**src/rtl/led_blink_rx.sv**
```systemverilog
// led_blink_rx: recovers the remote enable and blink half-period from a counter-based blinker's level.
// Define LED_BLINK_RX_FILTER_EN to insert the FILT_LEN-sample glitch filter after the synchronizer.
module led_blink_rx #(
    parameter logic [31:0] CNT_MAX  = 32'd24_999_999,
    parameter logic [31:0] TOL      = 32'd1_250_000,
    parameter int unsigned FILT_LEN = 16,
    parameter int unsigned LOCK_N   = 2,
    parameter logic [31:0] TIMEOUT  = 32'd50_000_000
) (
    input  logic        clk,
    input  logic        rst,
    input  logic        blink_in,
    output logic        led_level,
    output logic        edge_pulse,
    output logic [31:0] half_period,
    output logic        period_ok,
    output logic        system_en
);

    typedef enum logic [1:0] {
        ST_IDLE,
        ST_MEAS,
        ST_LOCK
    } state_t;

    logic        sync1_q, sync1_d;
    logic        sync2_q, sync2_d;
    logic        filt_level;
    logic        level_q, level_d;
    logic        edge_q, edge_d;
    logic [31:0] cnt_q, cnt_d;
    logic [31:0] half_q, half_d;
    logic        ok_q, ok_d;
    logic        en_q, en_d;
    logic [31:0] good_q, good_d;
    state_t      state_q, state_d;

    logic [32:0] cnt_inc;
    logic [32:0] target;
    logic [32:0] measured_wide;
    logic [32:0] deviation;
    logic [31:0] measured;
    logic        timeout_hit;
    logic        in_tol;

    always_comb begin
        sync1_d = blink_in;
        sync2_d = sync1_q;
    end

`ifdef LED_BLINK_RX_FILTER_EN
    logic        filt_q, filt_d;
    logic [31:0] run_q, run_d;

    // Any sample matching the current level restarts the run, so only a clean run of FILT_LEN flips it.
    always_comb begin
        filt_d = filt_q;
        run_d  = '0;
        if (sync2_q != filt_q) begin
            if (run_q + 32'd1 >= FILT_LEN) begin
                filt_d = sync2_q;
            end else begin
                run_d = run_q + 32'd1;
            end
        end
    end

    always_ff @(posedge clk) begin
        if (rst) begin
            filt_q <= 1'b0;
            run_q  <= '0;
        end else begin
            filt_q <= filt_d;
            run_q  <= run_d;
        end
    end

    assign filt_level = filt_q;
`else
    logic [31:0] filt_len_unused;

    assign filt_len_unused = FILT_LEN;
    assign filt_level      = sync2_q;
`endif

    always_comb begin
        level_d = filt_level;
        edge_d  = filt_level != level_q;
    end

    // Interval measurement saturates at TIMEOUT; the compare runs at 33 bits so CNT_MAX+1 cannot wrap.
    always_comb begin
        cnt_inc       = {1'b0, cnt_q} + 33'd1;
        timeout_hit   = cnt_inc >= {1'b0, TIMEOUT};
        measured      = timeout_hit ? TIMEOUT : cnt_inc[31:0];
        cnt_d         = edge_q ? '0 : measured;
        target        = {1'b0, CNT_MAX} + 33'd1;
        measured_wide = {1'b0, measured};
        deviation     = (measured_wide >= target) ? (measured_wide - target)
                                                  : (target - measured_wide);
        in_tol        = (deviation <= {1'b0, TOL}) && !timeout_hit;
    end

    always_comb begin
        state_d = state_q;
        good_d  = good_q;
        half_d  = half_q;
        ok_d    = ok_q;
        en_d    = en_q;
        if (edge_q) begin
            case (state_q)
                ST_IDLE: begin
                    state_d = ST_MEAS;
                    good_d  = '0;
                end
                ST_MEAS: begin
                    half_d = measured;
                    ok_d   = in_tol;
                    if (in_tol) begin
                        good_d = good_q + 32'd1;
                        if (good_q + 32'd1 >= LOCK_N) begin
                            state_d = ST_LOCK;
                            en_d    = 1'b1;
                        end
                    end else begin
                        good_d = '0;
                    end
                end
                ST_LOCK: begin
                    half_d = measured;
                    ok_d   = in_tol;
                    if (!in_tol) begin
                        state_d = ST_MEAS;
                        en_d    = 1'b0;
                        good_d  = '0;
                    end
                end
                default: begin
                    state_d = ST_IDLE;
                    good_d  = '0;
                end
            endcase
        end else if (timeout_hit && (state_q != ST_IDLE)) begin
            state_d = ST_IDLE;
            en_d    = 1'b0;
            ok_d    = 1'b0;
            half_d  = TIMEOUT;
            good_d  = '0;
        end
    end

    always_ff @(posedge clk) begin
        if (rst) begin
            sync1_q <= 1'b0;
            sync2_q <= 1'b0;
            level_q <= 1'b0;
            edge_q  <= 1'b0;
            cnt_q   <= '0;
            half_q  <= '0;
            ok_q    <= 1'b0;
            en_q    <= 1'b0;
            good_q  <= '0;
            state_q <= ST_IDLE;
        end else begin
            sync1_q <= sync1_d;
            sync2_q <= sync2_d;
            level_q <= level_d;
            edge_q  <= edge_d;
            cnt_q   <= cnt_d;
            half_q  <= half_d;
            ok_q    <= ok_d;
            en_q    <= en_d;
            good_q  <= good_d;
            state_q <= state_d;
        end
    end

    assign led_level   = level_q;
    assign edge_pulse  = edge_q;
    assign half_period = half_q;
    assign period_ok   = ok_q;
    assign system_en   = en_q;

endmodule

```
**config.mk**
```make
export PLATFORM = sky130hd
export DESIGN_NAME = led_blink_rx
export DESIGN_NICKNAME = d
export VERILOG_FILES = /design/src/rtl/led_blink_rx.sv
export SDC_FILE = /design/constraint.sdc
export NUM_CORES = 1
export LEC_CHECK = 0
export ABC_AREA = 1
export CORE_UTILIZATION = 57
export DETAILED_ROUTE_END_ITERATION = 16
export PLACE_DENSITY = 0.76
export REMOVE_ABC_BUFFERS = 1
export SYNTH_ARGS = -nofsm -noshare
export SYNTH_HDL_FRONTEND = slang
export SYNTH_SLANG_ARGS = --single-unit
```
**constraint.sdc**
```tcl
create_clock -name clk -period 6.1 [get_ports clk]
set_clock_uncertainty 0.15 [all_clocks]
set_input_delay 0.61 -clock clk [delete_from_list [all_inputs] [get_ports clk]]
set_output_delay 0.61 -clock clk [all_outputs]
set_load 0.03 [all_outputs]
```
## Word-level counts from Yosys, hierarchy flattened

Index checks and enable logic that the tools add are counted.

| storage, ports and cells | value |
|---|---|
| register bits after elaboration | 104 |
| latch bits | 0 |
| memory bits (writable) | 0 |
| ROM bits | 0 |
| output and inout bits | 36 |
| logic and storage cells | 62 |
| memories kept | 0 |

| operators by class | value |
|---|---|
| add/sub/neg operators | 4 |
| $mul | 0 |
| divide/modulo/power cells | 0 |
| order comparisons | 4 |
| equal/unequal tests | 8 |
| shift-type cells | 0 |
| muxes and demuxes | 24 |
| bitwise operators | 0 |
| reduce and logical (&&, ||, !) cells | 12 |

Operator list:

| kind | number |
|---|---|
| 2-to-1 mux 32 bit | 8 |
| case mux 32 bit (2 select lines) | 1 |
| adder 32 x 1 -> 33 bit (second input constant) | 1 |
| greater-or-equal comparator 33 x 26 -> 1 bit (second input constant) | 1 |
| less-or-equal comparator 33 x 21 -> 1 bit (second input constant) | 1 |
| 2-to-1 mux 33 bit | 1 |
| subtractor 25 x 32 -> 33 bit (first input constant) | 1 |
| subtractor 32 x 25 -> 33 bit (second input constant) | 1 |
| adder 32 x 1 -> 32 bit (second input constant) | 1 |
| greater-or-equal comparator 32 x 2 -> 1 bit (second input constant) | 1 |
| greater-or-equal comparator 32 x 25 -> 1 bit (second input constant) | 1 |
| 2-to-1 mux 2 bit | 5 |
| inequality test 3 bit (second input constant) | 3 |
| 2-to-1 mux 1 bit | 7 |
| case mux 2 bit (3 select lines) | 1 |
| AND reduction 5 bit | 1 |
| AND reduction 2 bit | 2 |
| AND reduction 4 bit | 1 |
| nonzero test 2 bit | 2 |
| OR reduction 2 bit | 2 |
| inequality test 3 x 1 -> 1 bit (second input constant) | 1 |
| equality test 2 x 1 -> 1 bit (second input constant) | 1 |
| equality test 2 bit (second input constant) | 1 |
| logical AND 1 bit | 2 |
| 5 further kinds | 5 |

## Depth between registers and ports, before layout

Gate-level depths: netlist (run 1).

| depth | value |
|---|---|
| word-level depth | 10 |
| mapped depth | 42 |
| depth with buffers taken out | 40 |

## Worst setup path before layout (run 1)

Ideal clock, no wire load.

| path | value |
|---|---|
| path type | register -> register |
| from | reg cnt_q[0] |
| to | reg good_q[1] |
| setup time | 116 ps |
| arrival | 4,087 ps |
| data required time | 5,834 ps |
| setup slack | 1,747 ps |
| cell stages (with the launch flop) | 37 |
| buffers on the path | 3 |
| path through | dfxtp_1 > ha_1 > nand3_1 > nor2_1 > nand2_1 > nand2_1 > nand2_2 > nor2_1 > nand3_1 > nand2_1 > nand2_1 > nand3_4 > buf_6 > nand4_2 > inv_1 > ha_1 > inv_1 > nor2_1 > nand2_2 > inv_2 > nand2_1 > nor2_4 > nor2_8 > buf_6 > nand2_1 > nand2_1 > nor2_2 > inv_1 > nor2_1 > nand2_1 > nand2_1 > nand2_2 > nand2_4 > nand2_4 > buf_2 > o21ai_0 > nor2_1 |

| on the way | value |
|---|---|
| word-level cells in the longest chain between the ends | 10 |

RTL lines:

| item | RTL line | RTL |
|---|---|---|
| start: declaration | 31 | `logic [31:0] cnt_q, cnt_d;` |
| start signal: assignment | 169 | `cnt_q <= cnt_d;` |
| adder 32 x 1 -> 33 bit * | 93 | `cnt_inc = {1'b0, cnt_q} + 33'd1;` |
| greater-or-equal comparator 33 x 26 -> 1 bit | 94 | `timeout_hit = cnt_inc >= {1'b0, TIMEOUT};` |
| 2-to-1 mux 32 bit * | 95 | `measured = timeout_hit ? TIMEOUT : cnt_inc[31:0];` |
| net measured[6] | 42 | `logic [31:0] measured;` |
| subtractor 25 x 32 -> 33 bit (tied with other cells) | 100 | `: (target - measured_wide);` |
| 2-to-1 mux 33 bit * | 99 | `deviation = (measured_wide >= target) ? (measured_wide - target)` |
| less-or-equal comparator 33 x 21 -> 1 bit * | 101 | `in_tol = (deviation <= {1'b0, TOL}) && !timeout_hit;` |
| logical AND 1 bit * | 101 |  |
| 2-to-1 mux 32 bit | 119 | `if (in_tol) begin` |
| case mux 32 bit (2 select lines) | 111 | `case (state_q)` |
| 2-to-1 mux 32 bit | 110 | `if (edge_q) begin` |
| end signal: assignment | 173 | `good_q <= good_d;` |
| end: declaration | 35 | `logic [31:0] good_q, good_d;` |

Mark *: on every way through the listed nets, which the timed path passes. The rest lies on a longest branch.
A chain may end at the register's enable or synchronous reset.

## Worst setup path after layout (run 1)

| path | value |
|---|---|
| from | reg cnt_q[0] |
| to | reg good_q[12] |

Same word-level chain as after synthesis.

==> results of run 1 <==
==> routing by layer <==
layer  part of all wire (%)  track usage [%]  vias to the layer above
li1                       -                -                     4471
met1                     47             47.9                     4054
met2                     43             52.8                      325
met3                    5.9             5.16                       76
met4                    4.0             15.1                        0
met5                      0                0                        -
==> cell families (layout without fill, tap and decap cells) <==
group                    after synthesis  in the layout
buffers and inverters                218            245
adder cells (fa/ha/maj)               10             10
XOR/XNOR                              48             48
AO/OA/AOI/OAI                        101            101
AND/OR/NAND/NOR                      928            928
other                                  1              6
flip-flops                           104            104
==> area by class of cell <==
| class | instances | area [um^2] | area share [%] |
|---|---|---|---|
| repair buffers | 46 | 440 | 4.87 |
| clock buffers | 11 | 233 | 2.58 |
| well taps | 180 | 225 | 2.49 |
| flip-flops and latches | 104 | 2080 | 23.0 |
| inverters | 184 | 697 | 7.71 |
| clock inverters | 4 | 30.0 | 0.332 |
| multi-input cells | 1093 | 5330 | 59.0 |
==> worst max-delay path by stage <==
stage	cells after the start	slack (ps)	from	to
floorplan	37	1480	cnt_q[0]	good_q[12]
global placement	35	500	cnt_q[0]	good_q[12]
detailed placement	35	430	cnt_q[0]	good_q[18]
CTS	35	350	cnt_q[0]	good_q[12]
global route	37	40	cnt_q[0]	good_q[12]
finish	35	560	cnt_q[0]	good_q[12]
==> worst max-delay path, delay by kind of cell, from the launching register on <==
kind | cells | cell delay [ps]
and+or+nand+nor | 30 | 3790
buffers and inverters | 3 | 620
adders and majority gates | 2 | 440
DFF | 1 | 400
==> state kept, by name, summed over array words and instances, names as in the netlist <==
signal / flops
cnt_q: 32
good_q: 32
half_period: 32
state_q: 2
edge_pulse: 1
filt_level: 1
led_level: 1
period_ok: 1
sync1_q: 1
system_en: 1
==> per-stage QoR <==
stage	utilization (%)	setup slack (ps)	total power [mW]	instances
2_1_floorplan	-	1480	1.04	1381
3_3_place_gp	62.4	502	1.14	1607
3_5_place_dp	62.4	434	1.15	1607
4_1_cts	64.3	353	1.70	1622
5_1_grt	64.4	39.2	1.78	1622
6_report	64.4	563	1.69	1622
==> power by group <==
part	total (mW)	leakage, nW	internal (mW)	switching (mW)
clock network	0.551	0.126	0.277	0.274
logic	0.336	3.22	0.117	0.218
registers	0.805	0.853	0.739	0.0654
total	1.69	4.20	1.13	0.558
==> cell usage in the layout (no fill, tap or decap), types with 3 or more instances in the layout <==
cell type,n
a21oi_1,25
buf_4,8
clkbuf_16,9
clkdlybuf4s50_1,38
conb_1,6
dfxtp_1,104
ha_1,10
inv_1,167
inv_2,13
nand2_1,433
nand2_2,14
nand2_4,4
nand3_1,110
nand3_2,5
nand3_4,3
nand3b_1,12
nand4_1,32
nor2_1,257
nor2_2,17
nor2_4,11
nor2_8,3
nor3_1,13
nor4_1,4
o21ai_0,22
o21ai_1,28
o21ai_2,4
o221ai_1,12
xnor2_1,10
xor2_1,38
==> timing repair <==
item,4_1_cts,5_1_grt
endpoints found under the setup margin,0,32
gates resized for setup,0,3
buffers inserted,0,0
==> metrics.md, run 1 <==
| Metric | Value |
|---|---|
| Yosys reg bits | `104` |
| RSZ-0062 raised after global routing | `false` |
| Core Area | `14000 um^2` |
| Xor/xnor cell area share of the yosys netlist | `5.08%` |
| Pins over their slew limit | `0` |
| Hold EP | `filt_level` |
| Row cnt | `43` |
| Fmax | `181 MHz` |
| Hold Buf Count CTS | `0` |
| Element type at the critical path end | `flop` |
| WP data arrival | `5640 ps` |
| Post-DP HPWL | `19500 um` |
| Synthesized area | `8280 um^2` |
| Final hold violation count | `0` |
| Worst Reg2Reg Path Length in Cells | `35` |
| PD cells | `187 nW/um^2` |
| Peak supply drop | `136 uV` |
| Crit Path Max Fanout | `40` |
| Worst hold path class | `flop to flop` |
| Starting Density | `59.0%` |
| Largest net degree at the start of global routing | `45` |
| Yosys synthesis warning count | `0` |
| FILL cells | `1397` |
| Vias/cell | `5.50` |
| ANT cells | `0` |
| RD Place Congestion | `1.03` |
| Die Ht | `123 um` |
| Bufs on Longest Clock Path | `2` |
| Drt drc | `0` |
| Vias in the first global route | `7888` |
| Die area | `15000 um^2` |
| Worst-Margin Slew | `1000 ps` |
| CTS tree | `yes` |
| Commonest cells post-synth | `nand2_1, nor2_1, inv_1` |
| Largest family of logic cells by synthesized area | `simple AND/OR/NAND/NOR gates` |
| Total negative slack | `0 ps` |
| Final Cycle Share | `90.8%` |
| Setup CP Type | `flop to flop` |
| R2R Setup Slk | `560 ps` |
| # IOs | `39` |
| WL per Instance | `15.6 um` |
| Gr ovfl total | `0` |
| Top-count cell post-synth | `nand2_1` |
| Worst hold stages | `2` |
| Synth cell types | `48` |
| Critical path's slowest cell | `dfxtp_1` |
| CTS clk-pin slew, worst paths | `70 ps` |
| Share of cells above drive strength 1 | `7.42%` |
| Design area | `9040 um^2` |
| Max-cap viol count | `0` |
| TritonCTS Buffers | `9` |
| Worst skew pair latency | `360 ps` |
| Synth Area in Simple Gates | `50.0%` |
| Slowest stage delay, CP | `400 ps` |
| Synth Area in Adders | `1.51%` |
| First-pass GRT wire length | `40100 um` |
| DRT Pass-1 Iters | `6` |
| Worst EP required | `6200 ps` |
| Reg2reg start | `cnt_q[0]` |
| Worst r2r dst | `good_q[12]` |
| DR iter-0 viols | `806` |
| Via count | `8926` |
| CP Launch Type | `flop` |
| Leak Pwr | `4.20 nW` |
| Synth Flop Type | `dfxtp_1` |
| Initial antenna violation count | `0` |
| Status | `finished, final reports clean` |
| Largest area contributor in the netlist | `dfxtp_1` |
| GRT Util Overall | `34.6%` |
| Rel. slew slack | `32.8%` |
| Gate Count Post-Synth | `1410` |
| Top cell by count, worst path | `nand2_1` |
| Post-Synthesis Mean Instance Area | `5.87 um^2` |
| Area delta synth->final | `9.11%` |
| Clock sink total | `104` |
| Nets | `1451` |
| Port bufs | `38` |
| Final Setup Violations | `0` |
| Die width | `123 um` |
| Area contributors post-synth | `dfxtp_1, nand2_1, nor2_1` |
| Synth top area share | `25.1%` |
| Ys async rst share | `0%` |
| Final wirelength | `25300 um` |
| Remaining antenna violation count after routing | `0` |
| Htree depth | `3` |
| Post-synthesis mux area share | `0%` |
| Number of flops mapped to enable cells by yosys | `0` |
| Tmin final | `5540 ps` |
| Post-DP Area | `8760 um^2` |
| Hold slack | `271 ps` |
| Hold_sp | `sync1_q` |
| Seq/Total Area, Yosys | `25.1%` |
| Compound-gate portion of the synthesized area | `7.43%` |
| Root Buffer | `clkbuf_16` |
Power figures use the tool's default switching activity.
==> inputs of run 2 (changes only) <==
--- a/config.mk
+++ b/config.mk
@@ -5,11 +5,12 @@
 export SDC_FILE = /design/constraint.sdc
 export NUM_CORES = 1
 export LEC_CHECK = 0
-export ABC_AREA = 1
 export CORE_UTILIZATION = 57
 export DETAILED_ROUTE_END_ITERATION = 16
-export PLACE_DENSITY = 0.76
+export GPL_TIMING_DRIVEN = 0
+export PLACE_DENSITY = 0.77
 export REMOVE_ABC_BUFFERS = 1
+export SLEW_MARGIN = 20
 export SYNTH_ARGS = -nofsm -noshare
 export SYNTH_HDL_FRONTEND = slang
 export SYNTH_SLANG_ARGS = --single-unit
==> run 2 against run 1 <==
Net effect: the run now ends with negative setup slack left; sequential power down 13%; synthesized cell count down 39%; final cell count down 32%; via count down 14%; utilization up 13 points; critical endpoint is now good_q[11]; largest cell class unchanged; highest routed layer unchanged.
==> metrics.md, run 2 <==
| Metric | Value |
|---|---|
| Status | `complete, but fails checks` |
| Failing checks | `negative setup slack` |
| Element type at the critical path end | `flop` |
| Top-count cell post-synth | `dfxtp_1` |
| Fmax | `162 MHz` |
| Number of flops mapped to enable cells by yosys | `0` |
| Critical path's slowest cell | `or4_4` |
| GRT Util Overall | `34.0%` |
| Gate Count Post-Synth | `864` |
| Final Cycle Share | `101%` |
| Leak Pwr | `3.15 nW` |
| Worst skew pair latency | `360 ps` |
| WL per Instance | `21.1 um` |
| Row cnt | `39` |
| ANT cells | `0` |
| Compound-gate portion of the synthesized area | `23.3%` |
| Die Ht | `111 um` |
| CP delay by family, top | `simple AND/OR/NAND/NOR gates` |
| Seq/Total Area, Yosys | `30.9%` |
| Post-Synthesis Mean Instance Area | `7.79 um^2` |
| RD Place Congestion | `0.926` |
| TritonCTS Buffers | `9` |
| Area delta synth->final | `31.6%` |
| Most frequent cells in the layout | `nor2_1, buf_4, dfxtp_1, nand2_1, nor3_1` |
| Drt drc | `0` |
| Synthesized area | `6730 um^2` |
| Max-cap viol count | `0` |
| Pins over their slew limit | `0` |
| DRT Pass-1 Iters | `8` |
| CP Launch Type | `flop` |
| Xor/xnor cell area share of the yosys netlist | `4.55%` |
| CTS clk-pin slew, worst paths | `70 ps` |
| Synth Flop Type | `dfxtp_1` |
| Synth top area share | `30.9%` |
| Crit Path Max Fanout | `7` |
| Port bufs | `38` |
| Core Area | `11500 um^2` |
| R2R Setup Slk | `-60 ps` |
| First-pass GRT wire length | `34100 um` |
| Final Setup Violations | `17` |
| Synth Area in Adders | `1.86%` |
| # IOs | `39` |
| Die width | `111 um` |
| Vias in the first global route | `6936` |
| Gr ovfl total | `0` |
| Peak supply drop | `335 uV` |
| Ys async rst share | `0%` |
| Hold Buf Count CTS | `0` |
| Bufs on Longest Clock Path | `2` |
| Final hold violation count | `0` |
| Worst hold path class | `flop to flop` |
| Yosys reg bits | `104` |
| CTS tree | `yes` |
| Commonest cells post-synth | `dfxtp_1, nor2_1, nand2_1` |
| Slowest stage delay, CP | `610 ps` |
| Synth cell types | `81` |
| DR iter-0 viols | `1114` |
| Total negative slack | `-505 ps` |
| Commonest non-fill, non-tap cell in the layout | `nor2_1` |
| Root Buffer | `clkbuf_16` |
| Worst-Margin Slew | `1010 ps` |
| Initial antenna violation count | `0` |
| Htree depth | `3` |
| Share of cells above drive strength 1 | `25.2%` |
| Post-DP HPWL | `13000 um` |
| Nets | `976` |
| Vias/cell | `6.91` |
| Synth Area in Simple Gates | `32.2%` |
| Largest family of logic cells by synthesized area | `simple AND/OR/NAND/NOR gates` |
| Area contributors post-synth | `dfxtp_1, nor2_1, nand2_1` |
| WP data arrival | `6300 ps` |
| Largest area contributor in the netlist | `dfxtp_1` |
| Worst EP required | `6240 ps` |
| CP Buf/Inv Count | `7` |
| Post-synthesis mux area share | `2.10%` |
| Largest net degree at the start of global routing | `41` |
| Utilization after layout | `77.3%` |
| Starting Density | `58.7%` |
| Worst Setup Slack, final | `-61.4 ps` |
| Remaining antenna violation count after routing | `0` |
| Tmin final | `6160 ps` |
| Setup CP Type | `flop to flop` |
| Final wirelength | `23400 um` |
| Yosys synthesis warning count | `0` |
| Clock sink total | `104` |
| Die area | `12200 um^2` |
| PD cells | `164 nW/um^2` |
| Via count | `7677` |
| Rel. slew slack | `32.4%` |
## run 2: cell count changes in the layout (fill, tap and decap cells not counted), moves of 24 or more
cell,delta
nand2_1,-363
nor2_1,-170
inv_1,-153
buf_4,+76
nand3_1,-73
nor3_1,+29
and3_1,+27
xor2_1,-24
## run 2: layer usage
layer | GRT usage (%) | share of wire [%] | up-vias
li1 | - | - | 3452
met1 | 39.9 | 38 | 3586
met2 | 57.4 | 49 | 495
met3 | 8.58 | 8.2 | 144
met4 | 17.2 | 5.4 | 0
met5 | 0 | 0 | -
## run 2: logic make-up (layout without fill, tap and decap cells)
group,after synthesis,in the layout
AOI/OAI and AO/OA,223,226
xor gates and xnor gates,35,35
adders and majority gates,10,10
and+or+nand+nor,403,407
other,1,6
DFF,104,104
muxes,14,14
buffers and inverters,74,166
## run 2: layout make-up
class / count / area, um^2
Multi-Input combinational cell: 698 / 4990
Fill cell: 759 / 2610
Sequential cell: 104 / 2140
Timing Repair Buffer: 135 / 1210
Clock buffer: 9 / 225
Tap cell: 143 / 179
Clock inverter: 7 / 62.6
Inverter: 15 / 58.8
## run 2: where the power goes
| part | internal (mW) | leakage, nW | switching (mW) | total (mW) |
|---|---|---|---|---|
| clock network | 0.315 | 0.145 | 0.269 | 0.584 |
| logic | 0.0693 | 2.15 | 0.0987 | 0.168 |
| registers | 0.685 | 0.855 | 0.0194 | 0.704 |
| total | 1.07 | 3.15 | 0.387 | 1.46 |
## run 2: final timing paths
check	from	endpoint	cells past startpoint
worst max-delay path	cnt_q[0]	good_q[11]	28
worst min-delay path	sync1_q	filt_level	1
worst max register to register	cnt_q[0]	good_q[11]	28
worst min register to register	sync1_q	filt_level	1
## run 2: repair_timing
item / in CTS / in global routing
resized for setup: 80 / 64
gates cloned: 7 / 1
endpoints found under the setup margin: 36 / 36
pin swaps: 28 / 39
buffers inserted: 57 / 38
## run 2: metrics by stage
stage	worst slack, ps	hold slack, ps	total power, mW	cells	cell area (um^2)
global placement	-3670	266	0.829	991	7030
global route	-187	327	1.49	1111	8860
floorplan	-1300	264	0.797	810	6470
finish	-61.4	306	1.46	1111	8860
CTS	5.12	304	1.42	1072	8260
detailed placement	-3370	289	0.835	992	7060
